==> config.mk <==
export PLATFORM = sky130hd
export DESIGN_NAME = fetch_ir_stage_flat
export DESIGN_NICKNAME = d
export VERILOG_FILES = /design/src/rtl/fetch_ir_stage_if.sv /design/src/rtl/fetch_ir_stage.sv /design/src/flat_wrapper.sv
export SDC_FILE = /design/constraint.sdc
export NUM_CORES = 1
export LEC_CHECK = 0
export ABC_AREA = 0
export ABC_CLOCK_PERIOD_IN_PS = 3800
export CAP_MARGIN = 10
export CORE_AREA = 2 2 58 60
export CTS_CLUSTER_DIAMETER = 80
export CTS_CLUSTER_SIZE = 12
export DETAILED_ROUTE_END_ITERATION = 7
export DIE_AREA = 0 0 60 62
export PLACE_DENSITY = 0.81
export RECOVER_POWER = 50
export SLEW_MARGIN = 15
export SYNTH_ARGS = -nofsm -noshare
export SYNTH_HDL_FRONTEND = slang
export SYNTH_SLANG_ARGS = --single-unit
==> constraint.sdc <==
create_clock -name clk -period 3.8 [get_ports clk]
set_clock_uncertainty 0.2 [all_clocks]
set_input_delay 0.57 -clock clk [delete_from_list [all_inputs] [get_ports clk]]
set_output_delay 0.57 -clock clk [all_outputs]
set_load 0.05 [all_outputs]
==> src/rtl/fetch_ir_stage_if.sv <==
// Bus between the fetch side (instruction memory, hazard/branch logic, CU fetch
// control) and the IF/ID boundary register.
interface fetch_ir_stage_if #(
  parameter int unsigned W = 8
) ();
  logic [W-1:0] instr_in;
  logic [W-1:0] pc_in;
  logic         stall;
  logic         flush;
  logic         sf1;
  logic [W-1:0] IR;
  logic [W-1:0] imm;
  logic [W-1:0] pc_plus1;
  logic         reg_sf1;
  logic         ir_valid;
  logic         imm_phase;
  logic         sf1_pending;

  modport master (
    output instr_in, pc_in, stall, flush, sf1,
    input  IR, imm, pc_plus1, reg_sf1, ir_valid, imm_phase, sf1_pending
  );

  modport slave (
    input  instr_in, pc_in, stall, flush, sf1,
    output IR, imm, pc_plus1, reg_sf1, ir_valid, imm_phase, sf1_pending
  );
endinterface

==> src/rtl/fetch_ir_stage.sv <==
// IF/ID boundary register: captures one- and two-byte instructions, injects the
// PC on interrupt entry at instruction boundaries, and honours stall/flush.
// All outputs come straight from flops.
module fetch_ir_stage #(
  parameter int unsigned  W           = 8,
  parameter logic [3:0]   TWO_BYTE_OP = 4'd12,
  parameter logic [W-1:0] NOP         = '0
) (
  input logic            clk,
  input logic            rst,
  fetch_ir_stage_if.slave bus
);

  typedef enum logic [0:0] {SOp, SImm} state_e;

  state_e       state_q, state_d;
  logic [W-1:0] ir_q, ir_d;
  logic [W-1:0] imm_q, imm_d;
  logic [W-1:0] pc_plus1_q, pc_plus1_d;
  logic         reg_sf1_q, reg_sf1_d;
  logic         ir_valid_q, ir_valid_d;
  logic         sf1_pending_q, sf1_pending_d;

  // Next-state: flush > stall > injection > normal capture.
  always_comb begin
    state_d       = state_q;
    ir_d          = ir_q;
    imm_d         = imm_q;
    pc_plus1_d    = pc_plus1_q;
    reg_sf1_d     = reg_sf1_q;
    ir_valid_d    = ir_valid_q;
    sf1_pending_d = sf1_pending_q;

    if (bus.flush) begin
      // Pending interrupt survives a flush; pc_plus1 is left alone.
      ir_d       = NOP;
      imm_d      = '0;
      ir_valid_d = 1'b0;
      reg_sf1_d  = 1'b0;
      state_d    = SOp;
    end else if (!bus.stall) begin
      unique case (state_q)
        SOp: begin
          if (bus.sf1 || sf1_pending_q) begin
            // Injected PC is not an opcode, so never enters SImm.
            ir_d          = bus.pc_in;
            pc_plus1_d    = bus.pc_in;
            reg_sf1_d     = 1'b1;
            ir_valid_d    = 1'b1;
            sf1_pending_d = 1'b0;
          end else begin
            ir_d       = bus.instr_in;
            pc_plus1_d = bus.pc_in + {{(W-1){1'b0}}, 1'b1};
            reg_sf1_d  = 1'b0;
            if (bus.instr_in[W-1 -: 4] == TWO_BYTE_OP) begin
              ir_valid_d = 1'b0;
              state_d    = SImm;
            end else begin
              ir_valid_d = 1'b1;
            end
          end
        end
        SImm: begin
          // Defer interrupt so it never splits an instruction.
          imm_d      = bus.instr_in;
          ir_valid_d = 1'b1;
          state_d    = SOp;
          if (bus.sf1) sf1_pending_d = 1'b1;
        end
        default: state_d = SOp;
      endcase
    end
  end

  // State registers with synchronous active-low reset.
  always_ff @(posedge clk) begin
    if (!rst) begin
      state_q       <= SOp;
      ir_q          <= NOP;
      imm_q         <= '0;
      pc_plus1_q    <= '0;
      reg_sf1_q     <= 1'b0;
      ir_valid_q    <= 1'b0;
      sf1_pending_q <= 1'b0;
    end else begin
      state_q       <= state_d;
      ir_q          <= ir_d;
      imm_q         <= imm_d;
      pc_plus1_q    <= pc_plus1_d;
      reg_sf1_q     <= reg_sf1_d;
      ir_valid_q    <= ir_valid_d;
      sf1_pending_q <= sf1_pending_d;
    end
  end

  // Registered outputs only.
  always_comb begin
    bus.IR          = ir_q;
    bus.imm         = imm_q;
    bus.pc_plus1    = pc_plus1_q;
    bus.reg_sf1     = reg_sf1_q;
    bus.ir_valid    = ir_valid_q;
    bus.imm_phase   = (state_q == SImm);
    bus.sf1_pending = sf1_pending_q;
  end

endmodule
==> src/flat_wrapper.sv <==
// flat-port wrapper written by rule: the top's interface ports become plain ports
module fetch_ir_stage_flat 
#(
  parameter int unsigned  W           = 8,
  parameter logic [3:0]   TWO_BYTE_OP = 4'd12,
  parameter logic [W-1:0] NOP         = '0
)
  (clk, rst, bus_instr_in, bus_pc_in, bus_stall, bus_flush, bus_sf1, bus_IR, bus_imm, bus_pc_plus1, bus_reg_sf1, bus_ir_valid, bus_imm_phase, bus_sf1_pending);
  fetch_ir_stage_if #(.W(W)) bus_i ();
  input logic clk;
  input logic rst;
  input wire logic [$bits(bus_i.instr_in)-1:0] bus_instr_in;
  input wire logic [$bits(bus_i.pc_in)-1:0] bus_pc_in;
  input wire logic [$bits(bus_i.stall)-1:0] bus_stall;
  input wire logic [$bits(bus_i.flush)-1:0] bus_flush;
  input wire logic [$bits(bus_i.sf1)-1:0] bus_sf1;
  output wire logic [$bits(bus_i.IR)-1:0] bus_IR;
  output wire logic [$bits(bus_i.imm)-1:0] bus_imm;
  output wire logic [$bits(bus_i.pc_plus1)-1:0] bus_pc_plus1;
  output wire logic [$bits(bus_i.reg_sf1)-1:0] bus_reg_sf1;
  output wire logic [$bits(bus_i.ir_valid)-1:0] bus_ir_valid;
  output wire logic [$bits(bus_i.imm_phase)-1:0] bus_imm_phase;
  output wire logic [$bits(bus_i.sf1_pending)-1:0] bus_sf1_pending;
  assign bus_i.instr_in = bus_instr_in;
  assign bus_i.pc_in = bus_pc_in;
  assign bus_i.stall = bus_stall;
  assign bus_i.flush = bus_flush;
  assign bus_i.sf1 = bus_sf1;
  assign bus_IR = bus_i.IR;
  assign bus_imm = bus_i.imm;
  assign bus_pc_plus1 = bus_i.pc_plus1;
  assign bus_reg_sf1 = bus_i.reg_sf1;
  assign bus_ir_valid = bus_i.ir_valid;
  assign bus_imm_phase = bus_i.imm_phase;
  assign bus_sf1_pending = bus_i.sf1_pending;
  fetch_ir_stage #(.W(W), .TWO_BYTE_OP(TWO_BYTE_OP), .NOP(NOP)) u_core (.clk(clk), .rst(rst), .bus(bus_i));
endmodule
# Yosys cells after proc, flatten, opt, wreduce, memory -nomap -nowiden
# Index checks and enable logic that the tools add are counted.
dict set report word_totals {
  latch_bits 0
  inputBits 21
  n_memories 0
  output_inout_bits 28
  ramBits 0
  elab_cells 33
  mem_bits_ro 0
  regBits 28
}
dict set report op_classes {
  eq_ne 3
  shift 0
  mux 12
  n_bitwise 4
  addsub 1
  n_reduce_logical 6
  multipliers 0
  n_lt_le_gt_ge 0
  n_div 0
}
# cell count
set ops {}
lappend ops {{$mux 8} 2}
lappend ops {{$add 8x1->8 const B} 1}
lappend ops {{$mux 1} 7}
lappend ops {{$pmux 1 s2} 3}
lappend ops {{$eq 4x4->1 const B} 1}
lappend ops {{$not 1->1} 4}
lappend ops {{$reduce_and 2->1} 2}
lappend ops {{$reduce_and 4->1} 1}
lappend ops {{$reduce_and 3->1} 1}
lappend ops {{$ne 2x1->1 const B} 1}
lappend ops {{$ne 2x2->1 const B} 1}
lappend ops {{$reduce_or 2->1} 1}
lappend ops {{$logic_or 1x1->1} 1}

# Longest topological paths before layout
# Gate-level depths: netlist of run 1.
dict set report depth {
  ltp_word 4
  ltp_mapped 4
}

# Worst setup path before layout of run 1
# Ideal clock, no wire load.
dict set report synth_timing {
  path_kind {register to register}
  start {reg u_core.sf1_pending_q (netlist: u_core.bus.sf1_pending)}
  end {reg u_core.pc_plus1_q[6] (netlist: u_core.bus.pc_plus1[6])}
  arrival_time_ns 1.436
  path_buffers 0
  required_ns 3.526
  path_stages_with_launch 5
  setup_slack_ns 2.090
  cell_sequence {dfxtp_1 -> nor2_4 -> nand4_2 -> or3_1 -> a31oi_1}
}
dict set report synth_via {
  elab_chain_len 2
}
# item line_no
set synth_rtl {}
lappend synth_rtl {{from (decl)} fetch_ir_stage.sv:22} ;# logic sf1_pending_q, sf1_pending_d;
lappend synth_rtl {{from (signal assigned)} fetch_ir_stage.sv:92} ;# sf1_pending_q <= sf1_pending_d;
lappend synth_rtl {{$logic_or 1x1->1} fetch_ir_stage.sv:44} ;# if (bus.sf1 || sf1_pending_q) begin
lappend synth_rtl {{$mux 8} fetch_ir_stage.sv:44}
lappend synth_rtl {{to (signal assigned)} fetch_ir_stage.sv:89} ;# pc_plus1_q <= pc_plus1_d;
lappend synth_rtl {{to (decl)} fetch_ir_stage.sv:19} ;# logic [W-1:0] pc_plus1_q, pc_plus1_d;
# No other way between the ends.
# A chain may end at the register's enable or synchronous reset.

# Final worst setup path of run 1
dict set report layout_timing {
  start {in bus_sf1}
  end {reg u_core.pc_plus1_q[6] (netlist: u_core.bus.pc_plus1[6])}
}
dict set report layout_via {
  elab_chain_len 2
}
# item line_no
set layout_rtl {}
lappend layout_rtl {{from (decl)} flat_wrapper.sv:16} ;# input wire logic [$bits(bus_i.sf1)-1:0] bus_sf1;
lappend layout_rtl {{$logic_or 1x1->1} fetch_ir_stage.sv:44}
lappend layout_rtl {{$mux 8} fetch_ir_stage.sv:44}
# No other way between the ends.

==> summary.log, run 1 <==
INFO  grt            grt_max_degree=21
INFO  clocking       cts_tree=done
INFO  worst_setup_path startpoint=bus_sf1
INFO  worst_setup_path r2r_setup_slack=1.37ns
INFO  synthesis      synth_top_flop_cell=dfxtp_1
INFO  timing         timing.final.crit_period=2.886ns
INFO  finish         antenna-diode-count=0
INFO  clocking       post_cts.repair.setup_buffers=0
INFO  worst_setup_path setup.worst_path.end_class=register
INFO  die            number_of_ports_placed_on_the_die_boundary=49
INFO  timing         grt_setup_unrepaired=false
INFO  drt            drc=0
INFO  timing         finalHoldWorstSlack=0.2748ns
INFO  power          design_power_total=581.9uW
INFO  die            floorplan.die_area=3720um^2
INFO  die            die_wd=60um
INFO  timing         fmax=0.3466GHz
INFO  clocking       ctsHtreeMaxLevel=1
INFO  finish         drive_gt1_frac=0.03371
INFO  clocking       cts_root_buf=clkbuf_4
INFO  timing         slew-limit-headroom=0.2022
INFO  worst_setup_path worstPathArrival=2.95ns
INFO  drt            route.antenna.remaining_nets=0
INFO  drt            detailedRoute.firstIterationViolations=27
INFO  drt            via_per_inst=4.920
INFO  drt            post_drt_wl_per_cell=13.00um
INFO  worst_setup_path rr_startpoint=u_core.bus.sf1_pending
INFO  grt            globalRouteTotalUtil=0.1704
INFO  timing         max_slew.worst_pin.slew=1.192ns
INFO  clocking       inserted_clock_buffers=3
INFO  worst_setup_path critPathLaunchType=input pin
INFO  synthesis      synthDominantCellAreaShare=0.4731
INFO  placement      gp_routability_congestion=0.9299
INFO  synthesis      synth_area_leader_cell=dfxtp_1
INFO  placement      dp_worst_setup_slack=1.246ns
INFO  worst_setup_path worstSetupPathType=in2reg
INFO  drt            routed_vias=1102
INFO  finish         finish.net_count=201
INFO  timing         drv_slew=0
INFO  die            floorplan.initialDensity=0.3727
INFO  timing         fin_tns_setup=0ns
INFO  synthesis      netlist-cell-type-count=26
INFO  synthesis      synthesis.area=1185um^2
INFO  synthesis      seq_cells_post_synth=28
INFO  clocking       worst_setup_hold_path_clk_slew=0.14ns
INFO  clocking       post_cts.resized_instances=0
INFO  timing         worst_slack=0.9145ns
INFO  synthesis      netlist_top_cells_area=dfxtp_1, mux2i_1, o21ai_0
INFO  finish         layout.filler_cells=296
INFO  grt            grt_pass1_wl=4.761mm
INFO  placement      place.detailed.hpwl=2.242mm
INFO  synthesis      synth-warning-count=0
INFO  timing         timing.final.crit_share=0.7594
INFO  worst_setup_path path_max_fanout=18
INFO  min_path       timing.hold.worst.class=reg2reg
INFO  power          powerDensity=337.5nW/um^2
INFO  finish         most-common-layout-cells=clkdlybuf4s50_1, dfxtp_1, nor2_1
INFO  finish         layout_commonest_cell=clkdlybuf4s50_1
INFO  die            row_count=21
INFO  synthesis      asyncSetResetFlopFracSynth=0
INFO  min_path       hold_path.startpoint=u_core.bus.pc_plus1[5]
INFO  die            coreArea=3179um^2
INFO  synthesis      post_synth_inst_count=131
INFO  power          p_leak=0.5998nW
INFO  synthesis      syn_nets=153
INFO  placement      port_buffer_cells=48
INFO  timing         final-setup-viol-count=0
INFO  grt            global_route.overflow_total=0
INFO  clocking       cts_hold_repair.buffers=0
INFO  power          vdd_drop_max=0.1673mV
INFO  synthesis      synth_enable_flop_cells=0
INFO  clocking       numClockSinks=28
INFO  run_status     status=finished, final reports clean
INFO  clocking       later_pin_clock_latency_in_the_skew_report=0.33ns
INFO  clocking       clock_path_buffers=2
INFO  drt            route.final.wire_length=2.911mm
INFO  finish         layout-area-overhead-vs-synth=45.51%
INFO  grt            number_of_antenna_violations_at_the_first_check_in_global_routing=0
INFO  finish         final_core_utilization=0.5423
INFO  synthesis      postSynthAreaPerCell=9.045um^2
INFO  run            maxCapViolations=0
INFO  synthesis      ys_seq_area_frac=0.4731
INFO  drt            drt-pass1-iter-count=4
INFO  worst_setup_path timing.critical_path.required=3.87ns
INFO  grt            vias_in_the_first_global_route=1039
INFO  die            fp.dieH=62um
INFO  timing         final-hold-violation-count=0
[report_power, final]
part / leakage [nW] / internal (mW) / switching [mW] / total, mW
combinational: 0.351 / 0.0491 / 0.0762 / 0.125
clock: 0.0210 / 0.0588 / 0.0878 / 0.147
sequential: 0.228 / 0.304 / 0.00585 / 0.310
total: 0.600 / 0.412 / 0.170 / 0.582
[cell families (layout without fill, tap and decap cells)]
family | after synthesis | after routing | share of synthesized area
fa+ha+maj | 1 | 1 | 0.01056
compound gates | 31 | 31 | 0.1563
simple gates | 50 | 50 | 0.2123
mux | 10 | 10 | 0.08448
flops | 28 | 28 | 0.4731
buf+inv | 5 | 52 | 0.01900
xor+xnor | 6 | 6 | 0.04435
[critical path: stages]
cell           delay [ns]
dlygate4sd3_1        0.63
nor2_1               0.93
nand4_2              0.24
or3_1                0.40
a31oi_1              0.19
[cell usage after synthesis (2+ instances only)]
| master | n |
|---|---|
| nor2_1 | 18 |
| nand2b_1 | 2 |
| a211oi_1 | 4 |
| buf_2 | 3 |
| a311oi_1 | 5 |
| dfxtp_1 | 28 |
| nor2b_1 | 5 |
| nand4_1 | 3 |
| and3_1 | 2 |
| a21oi_1 | 7 |
| nand2_1 | 13 |
| xor2_1 | 5 |
| mux2i_1 | 10 |
| o21ai_0 | 14 |
[layout make-up]
| cell class | count | area [um^2] | area share |
|---|---|---|---|
| Multi-Input combinational cell | 98 | 589.3 | 0.3418 |
| Sequential cell | 28 | 560.5 | 0.3251 |
| Timing Repair Buffer | 48 | 480.5 | 0.2787 |
| Tap cell | 46 | 57.56 | 0.03338 |
| Clock buffer | 4 | 36.28 | 0.02105 |
[final timing paths]
kind	endpoint	cells past startpoint
worst min register to register	u_core.bus.pc_plus1[5]	2
worst max register to register	u_core.bus.pc_plus1[6]	4
worst max-delay path	u_core.bus.pc_plus1[6]	5
worst min-delay path	u_core.bus.pc_plus1[5]	2
[layer usage]
layer / track usage / wire, um / vias up
li1: - / - / 557
met1: 0.2234 / 1280 / 510
met2: 0.2733 / 1444 / 29
met3: 0.03520 / 131 / 6
met4: 0.07302 / 55 / 0
met5: 0 / 0 / -
[through the flow]
| stage | instances | instance area, um^2 |
|---|---|---|
| 2_1_floorplan | 131 | 1185 |
| 3_3_place_gp | 220 | 1700 |
| 3_5_place_dp | 220 | 1700 |
| 4_1_cts | 224 | 1737 |
| 5_1_grt | 224 | 1724 |
| 6_report | 224 | 1724 |
[state kept, by name, summed over array words and instances, names as in the netlist]
name                    count
u_core.bus.imm_phase        1
u_core.bus.IR               8
u_core.bus.sf1_pending      1
u_core.bus.reg_sf1          1
u_core.bus.pc_plus1         8
u_core.bus.ir_valid         1
u_core.bus.imm              8
No activity file was read; power rests on OpenSTA's default activity.
==> run 2, diff against run 1 <==
--- a/config.mk
+++ b/config.mk
@@ -6,7 +6,7 @@
 export NUM_CORES = 1
 export LEC_CHECK = 0
 export ABC_AREA = 0
-export ABC_CLOCK_PERIOD_IN_PS = 3800
+export ABC_CLOCK_PERIOD_IN_PS = 2970
 export CAP_MARGIN = 10
 export CORE_AREA = 2 2 58 60
 export CTS_CLUSTER_DIAMETER = 80
==> constraint.sdc (replaced) <==
create_clock -name clk -period 2.97 [get_ports clk]
set_clock_uncertainty 0.2 [all_clocks]
set_input_delay 0.4455 -clock clk [delete_from_list [all_inputs] [get_ports clk]]
set_output_delay 0.4455 -clock clk [all_outputs]
set_load 0.05 [all_outputs]
==> run 2 against run 1 <==
Compared with the run above:
- sequential power is 28% higher
- critical path depth is 4 lower
- global-route usage is 0.39 points higher
- die area stayed put
- non-clock buffer count is 2 higher
- total power is 28% higher
- cell count is 0.89% higher
- core utilization is 0.51 points higher
- flip-flop and latch count stayed put
- combinational power is 30% higher
- worst setup slack worse by 0.32 ns
- sequential share of layout area is 0.30 points lower
- critical endpoint is now bus_sf1_pending
- largest cell class unchanged
==> summary.log, run 2 (same netlist as run 1, synthesis figures left out) <==
INFO  run_status     status=finished, final reports clean
INFO  drt            route.final.wire_length=2.950mm
INFO  worst_setup_path max_stage_delay=0.86ns
INFO  drt            drc=0
INFO  grt            grt_max_degree=21
INFO  finish         finish.net_count=203
INFO  die            coreArea=3179um^2
INFO  timing         max_slew.worst_pin.slew=1.052ns
INFO  placement      dp_worst_setup_slack=0.5589ns
INFO  clocking       cts_root_buf=clkbuf_4
INFO  clocking       post_cts.repair.setup_buffers=0
INFO  clocking       cts_tree=done
INFO  grt            globalRouteTotalUtil=0.1743
INFO  finish         most-common-layout-cells=clkdlybuf4s50_1, dfxtp_1, nor2_1
INFO  worst_setup_path rr_startpoint=u_core.bus.imm_phase
INFO  timing         slew-limit-headroom=0.2959
INFO  timing         grt_setup_unrepaired=false
INFO  worst_setup_path timing.critical_path.required=2.32ns
INFO  die            row_count=21
INFO  min_path       hold_path.startpoint=u_core.bus.pc_plus1[3]
INFO  clocking       post_cts.resized_instances=0
INFO  timing         drv_slew=0
INFO  timing         final-setup-viol-count=0
INFO  finish         drive_gt1_frac=0.03889
INFO  power          powerDensity=428.5nW/um^2
INFO  min_path       timing.hold.worst.class=reg2reg
INFO  drt            routed_vias=1112
INFO  worst_setup_path startpoint=u_core.bus.sf1_pending
INFO  grt            number_of_antenna_violations_at_the_first_check_in_global_routing=0
INFO  grt            grt_pass1_wl=4.864mm
INFO  drt            route.antenna.remaining_nets=0
INFO  finish         antenna-diode-count=0
INFO  die            die_wd=60um
INFO  finish         layout.filler_cells=309
INFO  clocking       clock_path_buffers=2
INFO  worst_setup_path worstPathArrival=1.73ns
INFO  drt            met2_length=1.468mm
INFO  power          p_leak=0.6038nW
INFO  placement      gp_routability_congestion=0.9214
INFO  worst_setup_path crit_family=buffers and inverters
INFO  power          vdd_drop_max=0.2104mV
INFO  finish         layout_commonest_cell=clkdlybuf4s50_1
INFO  drt            detailedRoute.firstIterationViolations=25
INFO  timing         final-hold-violation-count=0
INFO  drt            via_per_inst=4.920
INFO  worst_setup_path path_max_fanout=8
INFO  timing         timing.final.crit_share=0.7985
INFO  worst_setup_path cp.buffers_inverters=1
INFO  grt            global_route.overflow_total=0
INFO  drt            met1Wirelength=1.310mm
INFO  placement      place.detailed.hpwl=2.251mm
INFO  timing         fmax=0.4217GHz
INFO  die            number_of_ports_placed_on_the_die_boundary=49
INFO  drt            met3WireLength=111um
INFO  grt            vias_in_the_first_global_route=1057
INFO  drt            routed.top_layer=met4
INFO  timing         timing.final.crit_period=2.372ns
INFO  clocking       cts_hold_repair.buffers=0
INFO  timing         worst_slack=0.5985ns
INFO  finish         layout.area.seq=560.5um^2
INFO  worst_setup_path setup.worst_path.end_class=output port
INFO  drt            drt-pass1-iter-count=4
INFO  clocking       later_pin_clock_latency_in_the_skew_report=0.32ns
INFO  die            floorplan.initialDensity=0.3727
INFO  timing         fin_tns_setup=0ns
INFO  worst_setup_path cpMaxStageDelayCell=clkdlybuf4s50_1
INFO  die            fp.dieH=62um
INFO  clocking       ctsHtreeMaxLevel=1
INFO  power          design_power_total=745.7uW
INFO  run            maxCapViolations=0
INFO  finish         layout-area-overhead-vs-synth=46.89%
INFO  clocking       inserted_clock_buffers=3
INFO  clocking       numClockSinks=28
INFO  placement      port_buffer_cells=48
INFO  worst_setup_path critPathLaunchType=register
INFO  worst_setup_path worstSetupPathType=reg2out
INFO  die            floorplan.die_area=3720um^2
INFO  clocking       worst_setup_hold_path_clk_slew=0.15ns
INFO  worst_setup_path critical_path.cell_chain=clkdlybuf4s50_1
INFO  drt            post_drt_wl_per_cell=13.05um
INFO  finish         area_used_by_multi_input_combinational_logic=594.3um^2
## run 2: path summary, 6_finish.rpt
path	to	slack, ns	cells past startpoint
max	bus_sf1_pending	0.60	1
min	u_core.bus.pc_plus1[3]	0.27	2
max reg2reg	u_core.bus.pc_plus1[5]	1.06	3
min reg2reg	u_core.bus.pc_plus1[3]	0.27	2
## run 2: cell type report
type                    count  area share
well taps                  46     0.03307
repair buffers             50      0.2825
multi-input cells          98      0.3415
clock buffers               4     0.02085
flip-flops and latches     28      0.3221
## run 2: power by group
part,internal [mW],total [mW],switching (mW)
Combinational,0.0642,0.163,0.0985
Sequential,0.389,0.397,0.00802
Clock,0.0750,0.186,0.111
Total,0.528,0.746,0.217
## run 2: per-layer routing
| layer | up-vias | track usage |
|---|---|---|
| li1 | 564 | - |
| met1 | 511 | 0.2234 |
| met2 | 31 | 0.2904 |
| met3 | 6 | 0.02899 |
| met4 | 0 | 0.07619 |
| met5 | - | 0 |
## run 2: per-stage QoR
stage	area [um^2]	hold slack [ns]	util	instances
2_1_floorplan	1185	0.3838	-	131
5_1_grt	1740	0.2923	0.5474	226
4_1_cts	1752	0.2760	0.5510	226
6_report	1740	0.2684	0.5474	226
3_5_place_dp	1715	0.2453	0.5396	222
3_3_place_gp	1715	0.2361	0.5396	222
==> RTL change (flow settings as in run 1) <==
`W` is set to 8 in 3 places; all go to 12.
--- a/src/rtl/fetch_ir_stage_if.sv
+++ b/src/rtl/fetch_ir_stage_if.sv
@@ -1,7 +1,7 @@
 // Bus between the fetch side (instruction memory, hazard/branch logic, CU fetch
 // control) and the IF/ID boundary register.
 interface fetch_ir_stage_if #(
-  parameter int unsigned W = 8
+  parameter int unsigned W = 12
 ) ();
   logic [W-1:0] instr_in;
   logic [W-1:0] pc_in;
--- a/src/rtl/fetch_ir_stage.sv
+++ b/src/rtl/fetch_ir_stage.sv
@@ -2,7 +2,7 @@
 // PC on interrupt entry at instruction boundaries, and honours stall/flush.
 // All outputs come straight from flops.
 module fetch_ir_stage #(
-  parameter int unsigned  W           = 8,
+  parameter int unsigned  W           = 12,
   parameter logic [3:0]   TWO_BYTE_OP = 4'd12,
   parameter logic [W-1:0] NOP         = '0
 ) (
--- a/src/flat_wrapper.sv
+++ b/src/flat_wrapper.sv
@@ -1,7 +1,7 @@
 // flat-port wrapper written by rule: the top's interface ports become plain ports
 module fetch_ir_stage_flat 
 #(
-  parameter int unsigned  W           = 8,
+  parameter int unsigned  W           = 12,
   parameter logic [3:0]   TWO_BYTE_OP = 4'd12,
   parameter logic [W-1:0] NOP         = '0
 )
Interface: changed (5 resized); port bits go from 49 to 69. The function was not compared with the original's and may differ.
==> RTL change against run 1 <==
Worst hold slack worse by 0.015 ns. Routed wire length is 45% higher. Setup slack better by 0.23 ns. Cell area is 45% higher. Sequential cell count is 12 higher. Register-to-register slack better by 0.24 ns. Power is 57% higher. Non-clock buffer count is 21 higher. Area after synthesis is 45% higher. Critical path type unchanged. Highest routed layer unchanged.
==> RTL change: results (changes against run 1) <==
status = finished clean
CTS H-Tree Depth = 2 (+1)
initial DRC count = 44 (+63%)
Placer Congestion = 0.8009 (-14%)
via count = 1695 (+54%)
nets@finish = 301 (+50%)
Clock Latency Late Sink = 0.35 ns (+0.02 ns)
largest net degree at the start of global routing = 29 (+38%)
Peak VDD IR = 0.2740 mV (+64%)
vias in the first global route = 1370 (+32%)
Routed WL = 4.232 mm (+45%)
fill count = 235 (-21%)
layout cell share with drive strength beyond 1 = 0.04044 (+0.006733)
Post-synth top cells = 47 x nand2_1, 40 x dfxtp_1, 22 x o21ai_0
worst-path fanout max = 19 (+1)
Seq/Total Area, Yosys = 0.4661 (-0.006940)
post-synth cell types = 28 (+7.7%)
Worst-path clk slew = 0.12 ns (-0.02 ns)
net count after synthesis = 237 (+55%)
detailed placement HPWL = 3.016 mm (+35%)
Relative slew margins = 0.1865 (-0.01572)
GRT Total Usage = 0.2322 (+0.06181)
global-route wire length before repair = 6.417 mm (+35%)
CTS buffer count = 5 (+2)
Clock Path Buffers = 2 (unchanged)
Area contributors post-synth = dfxtp_1 47%, nand2_1 10%, o21ai_0 6.4%
Port Buffers = 68 (+42%)
leak pwr = 0.8913 nW (+49%)
slowest stage delay, CP = 0.96 ns (+0.03 ns)
==> RTL change: cell types whose count changed after synthesis, moves of 4 or more <==
| cell | change |
|---|---|
| a21oi_1 | +12 |
| a311oi_1 | +5 |
| dfxtp_1 | +12 |
| mux2i_1 | -9 |
| nand2_1 | +34 |
| nand3_1 | +4 |
| nor2_1 | -5 |
| o21ai_0 | +8 |
| xor2_1 | +5 |
==> RTL change: stage by stage <==
| stage | instances | total power [mW] | area, um^2 | utilization | worst slack (ns) |
|---|---|---|---|---|---|
| floorplan | 207 | 0.5495 | 1718 | - | 2.079 |
| global placement | 310 | 0.6246 | 2405 | 0.7564 | 1.283 |
| detailed placement | 310 | 0.6270 | 2405 | 0.7564 | 1.237 |
| CTS | 318 | 0.9235 | 2495 | 0.7847 | 1.218 |
| global route | 318 | 0.9502 | 2492 | 0.7839 | 0.9439 |
| finish | 318 | 0.9148 | 2492 | 0.7839 | 1.145 |
==> RTL change: routing by layer <==
layer,vias to the layer above,share of wire,global-route usage
li1,848,-,-
met1,790,0.41,0.2963
met2,50,0.52,0.3835
met3,7,0.047,0.04348
met4,0,0.017,0.1048
met5,-,0,0
==> RTL change: logic make-up (layout without fill, tap and decap cells) <==
kind of cell | after synthesis | after routing | share of synthesized area
compound gates | 55 | 55 | 0.1879
xor+xnor | 11 | 11 | 0.05608
fa+ha+maj | 1 | 1 | 0.007282
buf+inv | 12 | 77 | 0.03423
flops | 40 | 40 | 0.4661
mux | 1 | 1 | 0.005827
simple gates | 87 | 87 | 0.2425
==> RTL change: path summary, 6_finish.rpt <==
kind | cells after the start | startpoint | slack (ns) | end
hold / removal | 2 | u_core.bus.imm[2]$_SDFFE_PP0P_ | 0.26 | u_core.bus.imm[2]$_SDFFE_PP0P_
hold reg to reg | 2 | u_core.bus.imm[2]$_SDFFE_PP0P_ | 0.26 | u_core.bus.imm[2]$_SDFFE_PP0P_
setup reg to reg | 4 | u_core.bus.sf1_pending$_SDFFE_PN0P_ | 1.61 | u_core.bus.pc_plus1[3]$_SDFFE_PN0P_
setup / recovery | 5 | bus_sf1 | 1.15 | u_core.bus.pc_plus1[3]$_SDFFE_PN0P_
==> RTL change: layout make-up <==
class / instances / share of cell area
repair buffers: 69 / 0.2761
multi-input cells: 155 / 0.3434
clock inverters: 2 / 0.01556
clock buffers: 6 / 0.02058
well taps: 46 / 0.02309
flip-flops and latches: 40 / 0.3213
==> RTL change: power breakdown <==
part	switching [mW]	leakage [nW]	internal (mW)	total, mW
logic	0.106	0.517	0.0664	0.173
clock network	0.142	0.0484	0.158	0.300
registers	0.00809	0.326	0.434	0.442
==> RTL change: tightest hold or removal path, delay by kind of cell, from the launching register on <==
kind | cells | cell delay, ns
AO/OA/AOI/OAI | 1 | 0.05
flip-flops | 1 | 0.33
AND/OR/NAND/NOR | 1 | 0.05
